--- src/rtl/d_latch.sv ---
`default_nettype none
// ============================================================================
// Module      : d_latch
// Description : Gated data-capture primitive. Q is a purely combinational
//               gated copy of D; a clocked hold register keeps the last
//               enabled D, with a change pulse and a saturating update
//               counter for debug visibility.
// Revision    : 1.0  initial release
// ============================================================================
module d_latch #(
  parameter int WIDTH     = 1,
  parameter int CNT_WIDTH = 8
) (
  input  logic                 clk,
  input  logic                 rst_n,
  input  logic [WIDTH-1:0]     D,
  input  logic                 enable,
  output logic [WIDTH-1:0]     Q,
  output logic [WIDTH-1:0]     q_hold,
  output logic                 changed,
  output logic [CNT_WIDTH-1:0] upd_cnt
);

  // Counter ceiling: all ones at the configured width.
  localparam logic [CNT_WIDTH-1:0] c_cnt_max = {CNT_WIDTH{1'b1}};

  logic                 w_gate_open;
  logic                 w_differs;
  logic                 w_cnt_sat;
  logic [WIDTH-1:0]     w_q;
  logic [WIDTH-1:0]     r_hold;
  logic                 r_changed;
  logic [CNT_WIDTH-1:0] r_cnt;

  // Reset gates Q as well, so Q drops in the same timestep rst_n falls.
  assign w_gate_open = rst_n & enable;
  assign w_differs   = (D != r_hold);
  assign w_cnt_sat   = (r_cnt == c_cnt_max);

  // Gated output path: transparent when open, forced low otherwise, no storage.
  always_comb begin
    w_q = '0;
    if (w_gate_open) begin
      w_q = D;
    end
  end

  // Hold register: captures D on every enabled edge, otherwise keeps its value.
  always_ff @(posedge clk or negedge rst_n) begin
    if (!rst_n) begin
      r_hold <= '0;
    end else if (enable) begin
      r_hold <= D;
    end
  end

  // Change pulse: compares incoming D with the value currently held, so the
  // first capture after reset is judged against zero.
  always_ff @(posedge clk or negedge rst_n) begin
    if (!rst_n) begin
      r_changed <= 1'b0;
    end else begin
      r_changed <= enable & w_differs;
    end
  end

  // Update counter: one count per enabled edge, sticking at all ones.
  always_ff @(posedge clk or negedge rst_n) begin
    if (!rst_n) begin
      r_cnt <= '0;
    end else if (enable && !w_cnt_sat) begin
      r_cnt <= r_cnt + {{(CNT_WIDTH-1){1'b0}}, 1'b1};
    end
  end

  assign Q       = w_q;
  assign q_hold  = r_hold;
  assign changed = r_changed;
  assign upd_cnt = r_cnt;

endmodule
`default_nettype wire

--- config.mk ---
export PLATFORM = sky130hd
export DESIGN_NAME = d_latch
export DESIGN_NICKNAME = d
export VERILOG_FILES = /design/src/rtl/d_latch.sv
export SDC_FILE = /design/constraint.sdc
export NUM_CORES = 1
export LEC_CHECK = 0
export CAP_MARGIN = 10
export CORE_ASPECT_RATIO = 1.1
export CORE_UTILIZATION = 30
export CTS_BUF_LIST = sky130_fd_sc_hd__clkbuf_2 sky130_fd_sc_hd__clkbuf_4 sky130_fd_sc_hd__clkbuf_8
export DETAILED_ROUTE_END_ITERATION = 7
export REMOVE_ABC_BUFFERS = 1
export SKIP_CTS_REPAIR_TIMING = 1
export SLEW_MARGIN = 20
export SYNTH_ARGS = -nofsm -noshare
export SYNTH_HDL_FRONTEND = slang
export SYNTH_SLANG_ARGS = --single-unit
--- constraint.sdc ---
create_clock -name clk -period 1.5 [get_ports clk]
set_input_delay 0.3 -clock clk [delete_from_list [all_inputs] [get_ports clk]]
set_output_delay 0.3 -clock clk [all_outputs]
set_load 0.03 [all_outputs]
==> results.ini, run 1 <==
[global_route]
grt_max_degree=11
grt_overflow_total=0
antenna_found_initial=0
grt_pass1_vias=406
grt_pass1_wl_um=1660
grt_use_total_pct=14.6

[logic_synthesis]
synthTopCellsByArea=dfrtp_1 (52%), xnor2_1 (5.5%), mux2_2 (4.7%)
avgSynthCellArea_um2=11.4
yosys_register_bits=10
yosysTopAreaCell=dfrtp_1
ys_types=22
yosysTopAreaCellShare_pct=52.2
yosysSeqAreaShare_pct=52.2
synthCells=42
syn_area_um2=479
ys_warn_count=0

[setup_path]
cp-start-kind=input pin
rrSetupSlack_ps=120
crit_type=input pin to output port
worst-r2r-cell-count=4
end_kind=output port
critPathRequiredTime_ps=1200
timing.rr.start=upd_cnt[0]$_DFFE_PN0P_
arrival_ps=1110
r2r_end=upd_cnt[1]$_DFFE_PN0P_
cp_max_fo=3

[floorplan]
num_rows=14
initial_utilization_pct=33.4
die_y_um=43.9
io_pins=15
die-area_mm2=0.00176
core_area_mm2=0.00144
die-width_um=40.1

[placed_design]
portBuffers=14
globalplace.congestion=0.748
detailed_place_hpwl_um=753
place_ws_ps=-62.8
placed_area_um2=712

[routing]
vias_per_cell=5.14
drc=0
dr.pass1.iters=4
drt_iter0_markers=5
ant_nets=0
wl_um=1020
wl_per_cell_um=12.0
vias=437

[final_layout]
utilization_pct=53.0
nFillCells=130
drive_gt1_share_pct=27.5
fin_area_um2=762
diodes=0
area_growth_pct=59.0
finalNetCount=76

[cts]
cts-root-buf=clkbuf_4
cts_sinks=10
cts_inserted_buffers=3
htreeDepth=1
cts_tree=yes
clk_pin_slew_ps=60
clk_latency_ps=260
ctsLongestPathBuffers=2

[sta]
max_slew_margin_pct=78.3
finalSetupViolations=0
max_slew.worst_pin.slew_ps=325
rsz0062_at_grt=no
skew_ps=1.05
hold_violations=0
fin_crit_sh_pct=94.2
layout_setup_ws_ps=86.7
report.final.slew_viol_count=0
fmax_mhz=708
fin_crit_ps=1410
setup-tns-final_ps=0

[power]
ir_drop_mv=0.856
p_leak_nw=0.441
p_per_area_mw_per_mm2=1830

[run_status]
outcome=finished, final reports clean

[job]
drv_cap=0

[worst_hold_path]
hold_class=input pin to asynchronous set/reset pin

## worst max-delay path: stages
cell and delay, ps:
clkdlybuf4s50_1 500, and3_1 160, buf_4 150
## final cells by class
cell class	count	area (µm²)	share of cell area, %
repair buffers	24	238	31.2
clock buffers	3	22.5	2.96
inverters	1	3.75	0.493
well taps	16	20.0	2.63
multi-input cells	31	228	29.9
flip-flops and latches	10	250	32.8
## state kept, by name, summed over array words and instances, names as in the netlist
signal   flops
upd_cnt      8
q_hold       1
changed      1
## cell usage after synthesis
| cell type | number |
|---|---|
| a21oi_1 | 3 |
| a31oi_1 | 1 |
| and2_1 | 1 |
| and3_1 | 3 |
| and4_1 | 1 |
| dfrtp_1 | 10 |
| ha_1 | 1 |
| inv_1 | 1 |
| mux2_1 | 1 |
| mux2_2 | 2 |
| nand2_1 | 3 |
| nand3_1 | 2 |
| nand4_1 | 1 |
| nand4_2 | 1 |
| nor2_1 | 1 |
| nor2b_1 | 1 |
| o211ai_1 | 1 |
| o21ai_2 | 1 |
| o21bai_1 | 1 |
| o31ai_1 | 2 |
| xnor2_1 | 3 |
| xor2_1 | 1 |
## metrics by stage
stage | total power [mW] | cells | hold WS [ps]
final | 1.40 | 85 | 357
after CTS | 1.43 | 85 | 367
after global placement | 1.23 | 82 | 534
after floorplan | 0.857 | 42 | 4.41
after detailed placement | 1.24 | 82 | 526
after global routing | 1.49 | 85 | 396
## logic make-up (layout without fill, tap and decap cells)
group / Yosys count / count (layout) / synth area share (%)
AND/OR/NAND/NOR: 14 / 14 / 17.5
buffers and inverters: 1 / 28 / 0.783
multiplexers: 3 / 3 / 7.05
flip-flops: 10 / 10 / 52.2
XOR/XNOR: 4 / 4 / 7.31
AO/OA/AOI/OAI: 9 / 9 / 12.5
adder cells (fa/ha/maj): 1 / 1 / 2.61
## layer usage
metal / vias up / part of all wire (%) / GRT usage (%)
met5: - / 0 / 0
met2: 13 / 48 / 20.0
met4: 0 / 4.5 / 15.9
li1: 211 / - / -
met1: 208 / 43 / 17.1
met3: 5 / 4.0 / 3.08
## cell usage in the layout, fill, tap and decap left out, types with 2 or more instances in the layout
| cell type | instances |
|---|---|
| dfrtp_1 | 10 |
| nand3_1 | 2 |
| dlymetal6s2s_1 | 10 |
| xnor2_1 | 3 |
| clkbuf_4 | 3 |
| clkdlybuf4s50_1 | 3 |
| a21oi_1 | 3 |
| nand2_1 | 3 |
| and3_1 | 3 |
| buf_4 | 11 |
| o31ai_1 | 2 |
| mux2_2 | 2 |
## how the worst max path moves through the flow
stage	startpoint	end	slack [ps]	cells past startpoint
6_report	enable	Q	90	3
5_1_grt	upd_cnt[0]$_DFFE_PN0P_	upd_cnt[1]$_DFFE_PN0P_	4	4
4_1_cts	upd_cnt[0]$_DFFE_PN0P_	upd_cnt[0]	-170	1
3_5_place_dp	enable	upd_cnt[4]$_DFFE_PN0P_	-60	5
3_3_place_gp	enable	upd_cnt[7]$_DFFE_PN0P_	-50	4
2_1_floorplan	upd_cnt[0]$_DFFE_PN0P_	upd_cnt[1]$_DFFE_PN0P_	-30	4
## power by group
group          internal [mW]  switching (mW)  total, mW  leakage (nW)
clock                 0.0927          0.0897      0.182        0.0138
combinational          0.357           0.424      0.781         0.304
sequential             0.368          0.0647      0.433         0.124
(Power assumes the default switching activity.)
==> run 2: changes to the inputs <==
Settings changed: CTS_CLUSTER_DIAMETER set to 100, GPL_ROUTABILITY_DRIVEN set to 1.
Clock period 1.5 ns to 1.51 ns, I/O delays scaled along.
==> run 2 against run 1 <==
Against the previous run: count of clock-buffer cells in the layout is the same; register-to-register slack is essentially flat; hold slack gained 21 ps; final cell count is the same; clock skew grew 1.0 ps; largest cell class unchanged; core utilization shrank 0.17 points; sequential power shrank 2%; wire length shrank 2.8%; critical path depth is the same; first-iteration DRC count grew 100%; largest power group unchanged; cell area shrank 0.33%.
==> results.ini, run 2 (synthesis gave the netlist of run 1 again) <==
[final_layout]
finalNetCount=76  ; unchanged
layout_commonest_cell=buf_4
area_growth_pct=58.5
largest_reg_flops=8  ; unchanged
fin_cells=85  ; unchanged
layout_common_cells=buf_4 (11), dfrtp_1 (10), dlymetal6s2s_1 (10)
drive_gt1_share_pct=26.1  ; -1.4 points
nFillCells=129  ; -0.77%
diodes=0  ; unchanged

[sta]
report.final.slew_viol_count=0  ; unchanged
finalSetupViolations=0  ; unchanged
hold_violations=0  ; unchanged
max_slew.worst_pin.slew_ps=320  ; -5.58 ps
layout_setup_ws_ps=88.6  ; +1.87 ps
rsz0062_at_grt=no
fin_crit_sh_pct=94.1
fin_crit_ps=1420
fmax_mhz=704
max_slew_margin_pct=78.6  ; +0.37 points
skew_ps=2.07  ; +1.02 ps

[routing]
vias_per_cell=4.92  ; -4.3%
wl_um=990  ; -2.8%
drc=0  ; unchanged
drt_iter0_markers=10  ; +5
dr.pass1.iters=2  ; -2
vias=418  ; -4.3%
wl_per_cell_um=11.6  ; -2.8%
ant_nets=0  ; unchanged

[global_route]
antenna_found_initial=0  ; unchanged
grt_overflow_total=0  ; unchanged
grt_pass1_wl_um=1660  ; unchanged
grt_use_total_pct=15.0  ; +0.38 points
grt_pass1_vias=385  ; -5.2%
grt_max_degree=11  ; unchanged

[floorplan]
num_rows=14  ; unchanged
core_area_mm2=0.00144  ; unchanged
initial_utilization_pct=33.4  ; unchanged
die_y_um=43.9  ; unchanged
die-width_um=40.1  ; unchanged
io_pins=15  ; unchanged
die-area_mm2=0.00176  ; unchanged

[placed_design]
portBuffers=14  ; unchanged
detailed_place_hpwl_um=717  ; -4.9%
dp_cells=82  ; unchanged
place_ws_ps=-60.5  ; +2.24 ps
globalplace.congestion=0.772  ; +3.2%

[setup_path]
critPathRequiredTime_ps=1210  ; about the same
worst-r2r-cell-count=4  ; unchanged
cp_max_fo=3  ; unchanged
crit_type=input pin to output port
rrSetupSlack_ps=110  ; about the same
end_kind=output port
arrival_ps=1120  ; about the same
r2r_end=upd_cnt[1]$_DFFE_PN0P_
timing.rr.start=upd_cnt[0]$_DFFE_PN0P_
cp-start-kind=input pin

[run_status]
outcome=finished, final reports clean

[job]
drv_cap=0  ; unchanged

[cts]
htreeDepth=1  ; unchanged
clk_pin_slew_ps=60  ; about the same
cts_tree=yes
cts_sinks=10  ; unchanged
cts-root-buf=clkbuf_4
cts_inserted_buffers=3  ; unchanged
clk_latency_ps=260  ; about the same
ctsLongestPathBuffers=2  ; unchanged

[worst_hold_path]
hold_class=input pin to asynchronous set/reset pin

[power]
p_leak_nw=0.443  ; +0.37%
power_mw=1.38  ; -0.97%
p_per_area_mw_per_mm2=1820  ; -0.64%
ir_drop_mv=1.01  ; +18%

run 2: cell count changes in the layout (fill, tap and decap cells not counted):
| cell | before | now |
|---|---|---|
| ha_2 | 1 | 0 |
| ha_1 | 0 | 1 |
run 2: per-layer routing:
metal,track usage (%),vias to the layer above,part of all wire [%]
li1,-,209,-
met1,19.3,193,48
met2,19.7,11,44
met3,4.62,5,3.8
met4,12.4,0,3.5
met5,0,-,0
run 2: how the worst max path moves through the flow:
stage	start	to
floorplan	upd_cnt[0]$_DFFE_PN0P_	upd_cnt[1]$_DFFE_PN0P_
global placement	enable	upd_cnt[7]$_DFFE_PN0P_
detailed placement	enable	upd_cnt[7]$_DFFE_PN0P_
CTS	upd_cnt[0]$_DFFE_PN0P_	upd_cnt[0]
global route	upd_cnt[0]$_DFFE_PN0P_	upd_cnt[1]$_DFFE_PN0P_
finish	D	Q
run 2: per-stage QoR:
step                      cell area, µm²  TNS [ps]  hold WS [ps]  util (%)
after floorplan                      479     -23.8          6.41         -
after global placement               712     -72.9           534      49.6
after detailed placement             712      -144           529      49.6
after CTS                            734      -848           382      51.1
after global routing                 759         0           410      52.9
final                                759         0           379      52.9
run 2: layout make-up:
cell class | instances | area [µm²] | share of cell area, %
Clock buffer | 3 | 22.5 | 2.97
Inverter | 1 | 3.75 | 0.494
Tap cell | 16 | 20.0 | 2.64
Sequential cell | 10 | 250 | 32.9
Timing Repair Buffer | 24 | 238 | 31.3
Multi-Input combinational cell | 31 | 225 | 29.7
run 2: power breakdown:
| group | internal, mW | switching, mW |
|---|---|---|
| sequential | 0.366 | 0.0591 |
| clock | 0.0920 | 0.0886 |
| combinational | 0.351 | 0.427 |
run 2: worst max-delay path, stage by stage:
cell             delay (ps)
clkdlybuf4s50_1         510
and3_1                  160
buf_4                   150
==> run 3: changes to the inputs <==
Settings changed: CORE_MARGIN set to 5.
==> run 3 against run 2 <==
Against the previous run: setup slack worse by 56 ps; count of clock-buffer cells in the layout is 1 higher; sequential share of layout area is 1.5 points lower; core utilization is 1.2 points lower; sequential power is 2% higher; cell area is 4.6% higher; first-iteration DRC count is 50% lower; critical path depth stayed put; sequential cell count stayed put; clock power is 36% higher; critical path type unchanged.
==> results.ini, run 3 (synthesis gave the netlist of run 1 again) <==
[setup_path]
r2r_end=upd_cnt[1]$_DFFE_PN0P_
cp-start-kind=input pin
rrSetupSlack_ps=190  ; +80 ps
crit_type=input pin to output port
cp_max_fo=5  ; +2
startpoint=enable
end_kind=output port
arrival_ps=1180  ; +60 ps
timing.rr.start=upd_cnt[1]$_DFFE_PN0P_
worst-r2r-cell-count=4  ; unchanged
critPathRequiredTime_ps=1210  ; about the same

[sta]
hold_violations=0  ; unchanged
fmax_mhz=677  ; -3.8%
skew_ps=10.8  ; +8.72 ps
report.final.slew_viol_count=0  ; unchanged
rsz0062_at_grt=no
fin_crit_sh_pct=97.9  ; +3.7 points
finalSetupViolations=0  ; unchanged
max_slew_margin_pct=78.7  ; about the same
finalHoldWorstSlack_ps=378  ; -0.0180 ps
fin_crit_ps=1480  ; +56.3 ps
max_slew.worst_pin.slew_ps=319  ; -0.422 ps

[final_layout]
utilization_pct=51.6  ; -1.2 points
diodes=0  ; unchanged
layout_commonest_cell=buf_4
drive_gt1_share_pct=29.6  ; +3.5 points
layout_common_cells=buf_4 (12), dfrtp_1 (10), dlymetal6s2s_1 (10)
largest_reg_flops=8  ; unchanged
nFillCells=152  ; +18%
area_growth_pct=65.8
finalNetCount=77  ; +1.3%

[power]
ir_drop_mv=0.804  ; -20%
p_per_area_mw_per_mm2=1880  ; +3.5%
power_mw=1.50  ; +8.3%
p_leak_nw=0.455  ; +2.7%

[routing]
vias_per_cell=4.80  ; -2.5%
m1WireLength_um=515  ; +7.3%
drt_iter0_markers=5  ; -5
wl_um=1040  ; +5.2%
ant_nets=0  ; unchanged
dr.pass1.iters=2  ; unchanged
topRoutingLayerUsed=met3
route.met2.wl_um=469  ; +7.6%
drc=0  ; unchanged
wl_per_cell_um=11.8  ; +1.6%
vias=422  ; +0.96%
route.met3.wl_um=56  ; +47%

[floorplan]
die-area_mm2=0.00250  ; +42%
die-width_um=48.1  ; +20%
die_y_um=51.9  ; +18%
io_pins=15  ; unchanged
initial_utilization_pct=31.1  ; -2.2 points
core_area_mm2=0.00154  ; +7.1%
num_rows=15  ; +1

[global_route]
grt_pass1_wl_um=1800  ; +8.7%
grt_max_degree=11  ; unchanged
grt_pass1_vias=437  ; +14%
grt_overflow_total=0  ; unchanged
antenna_found_initial=0  ; unchanged
grt_use_total_pct=10.4  ; -4.5 points

[cts]
clk_pin_slew_ps=80  ; +20 ps
cts_sinks=10  ; unchanged
cts_tree=yes
cts-root-buf=clkbuf_4
ctsLongestPathBuffers=2  ; unchanged
clk_latency_ps=270  ; about the same
cts_inserted_buffers=3  ; unchanged
htreeDepth=1  ; unchanged

[worst_hold_path]
hold_class=input pin to asynchronous set/reset pin

[placed_design]
globalplace.congestion=0.752  ; -2.6%
detailed_place_hpwl_um=780  ; +8.8%
portBuffers=14  ; unchanged

[job]
drv_cap=0  ; unchanged

[run_status]
outcome=finished, final reports clean

-- run 3: changes by cell type in the layout (fill, tap and decap cells not counted) --
cell | before | now
clkbuf_8 | 0 | 1
ha_1 | 1 | 0
buf_4 | 11 | 12
ha_4 | 0 | 1
-- run 3: layout make-up --
cell class	instances	area [µm²]	share of cell area, %
flip-flops and latches	10	250	31.5
repair buffers	25	245	30.9
multi-input cells	31	238	29.9
clock buffers	4	36.3	4.57
well taps	17	21.3	2.68
inverters	1	3.75	0.472
-- run 3: metal layers --
metal	up-vias	track usage [%]
met2	9	15.6
met5	-	0
met3	0	5.19
li1	211	-
met4	0	2.69
met1	202	13.1
-- run 3: stage by stage --
step	TNS, ps	instances	setup WS, ps	area, µm²
4_1_cts	-1110	87	-182	749
2_1_floorplan	-23.8	42	-23.8	479
3_3_place_gp	-208	83	-60.1	713
6_report	0	88	32.3	795
3_5_place_dp	-284	83	-85.6	713
5_1_grt	0	88	2.75	795
-- run 3: power breakdown --
group | leakage [nW] | internal [mW] | total (mW) | switching [mW]
sequential | 0.124 | 0.365 | 0.433 | 0.0675
combinational | 0.310 | 0.388 | 0.817 | 0.429
clock | 0.0210 | 0.147 | 0.247 | 0.101
-- run 3: worst max-delay path by stage --
| stage | endpoint | slack, ps | depth (start not counted) |
|---|---|---|---|
| 6_report | Q | 30 | 3 |
| 4_1_cts | upd_cnt[0] | -180 | 1 |
| 5_1_grt | Q | 3 | 3 |
| 2_1_floorplan | upd_cnt[1]$_DFFE_PN0P_ | -20 | 4 |
| 3_3_place_gp | upd_cnt[7]$_DFFE_PN0P_ | -60 | 4 |
| 3_5_place_dp | upd_cnt[5]$_DFFE_PN0P_ | -90 | 5 |
-- run 3: critical path: stages --
cell             delay [ps]
clkdlybuf4s50_1         550
and3_1                  180
buf_4                   150
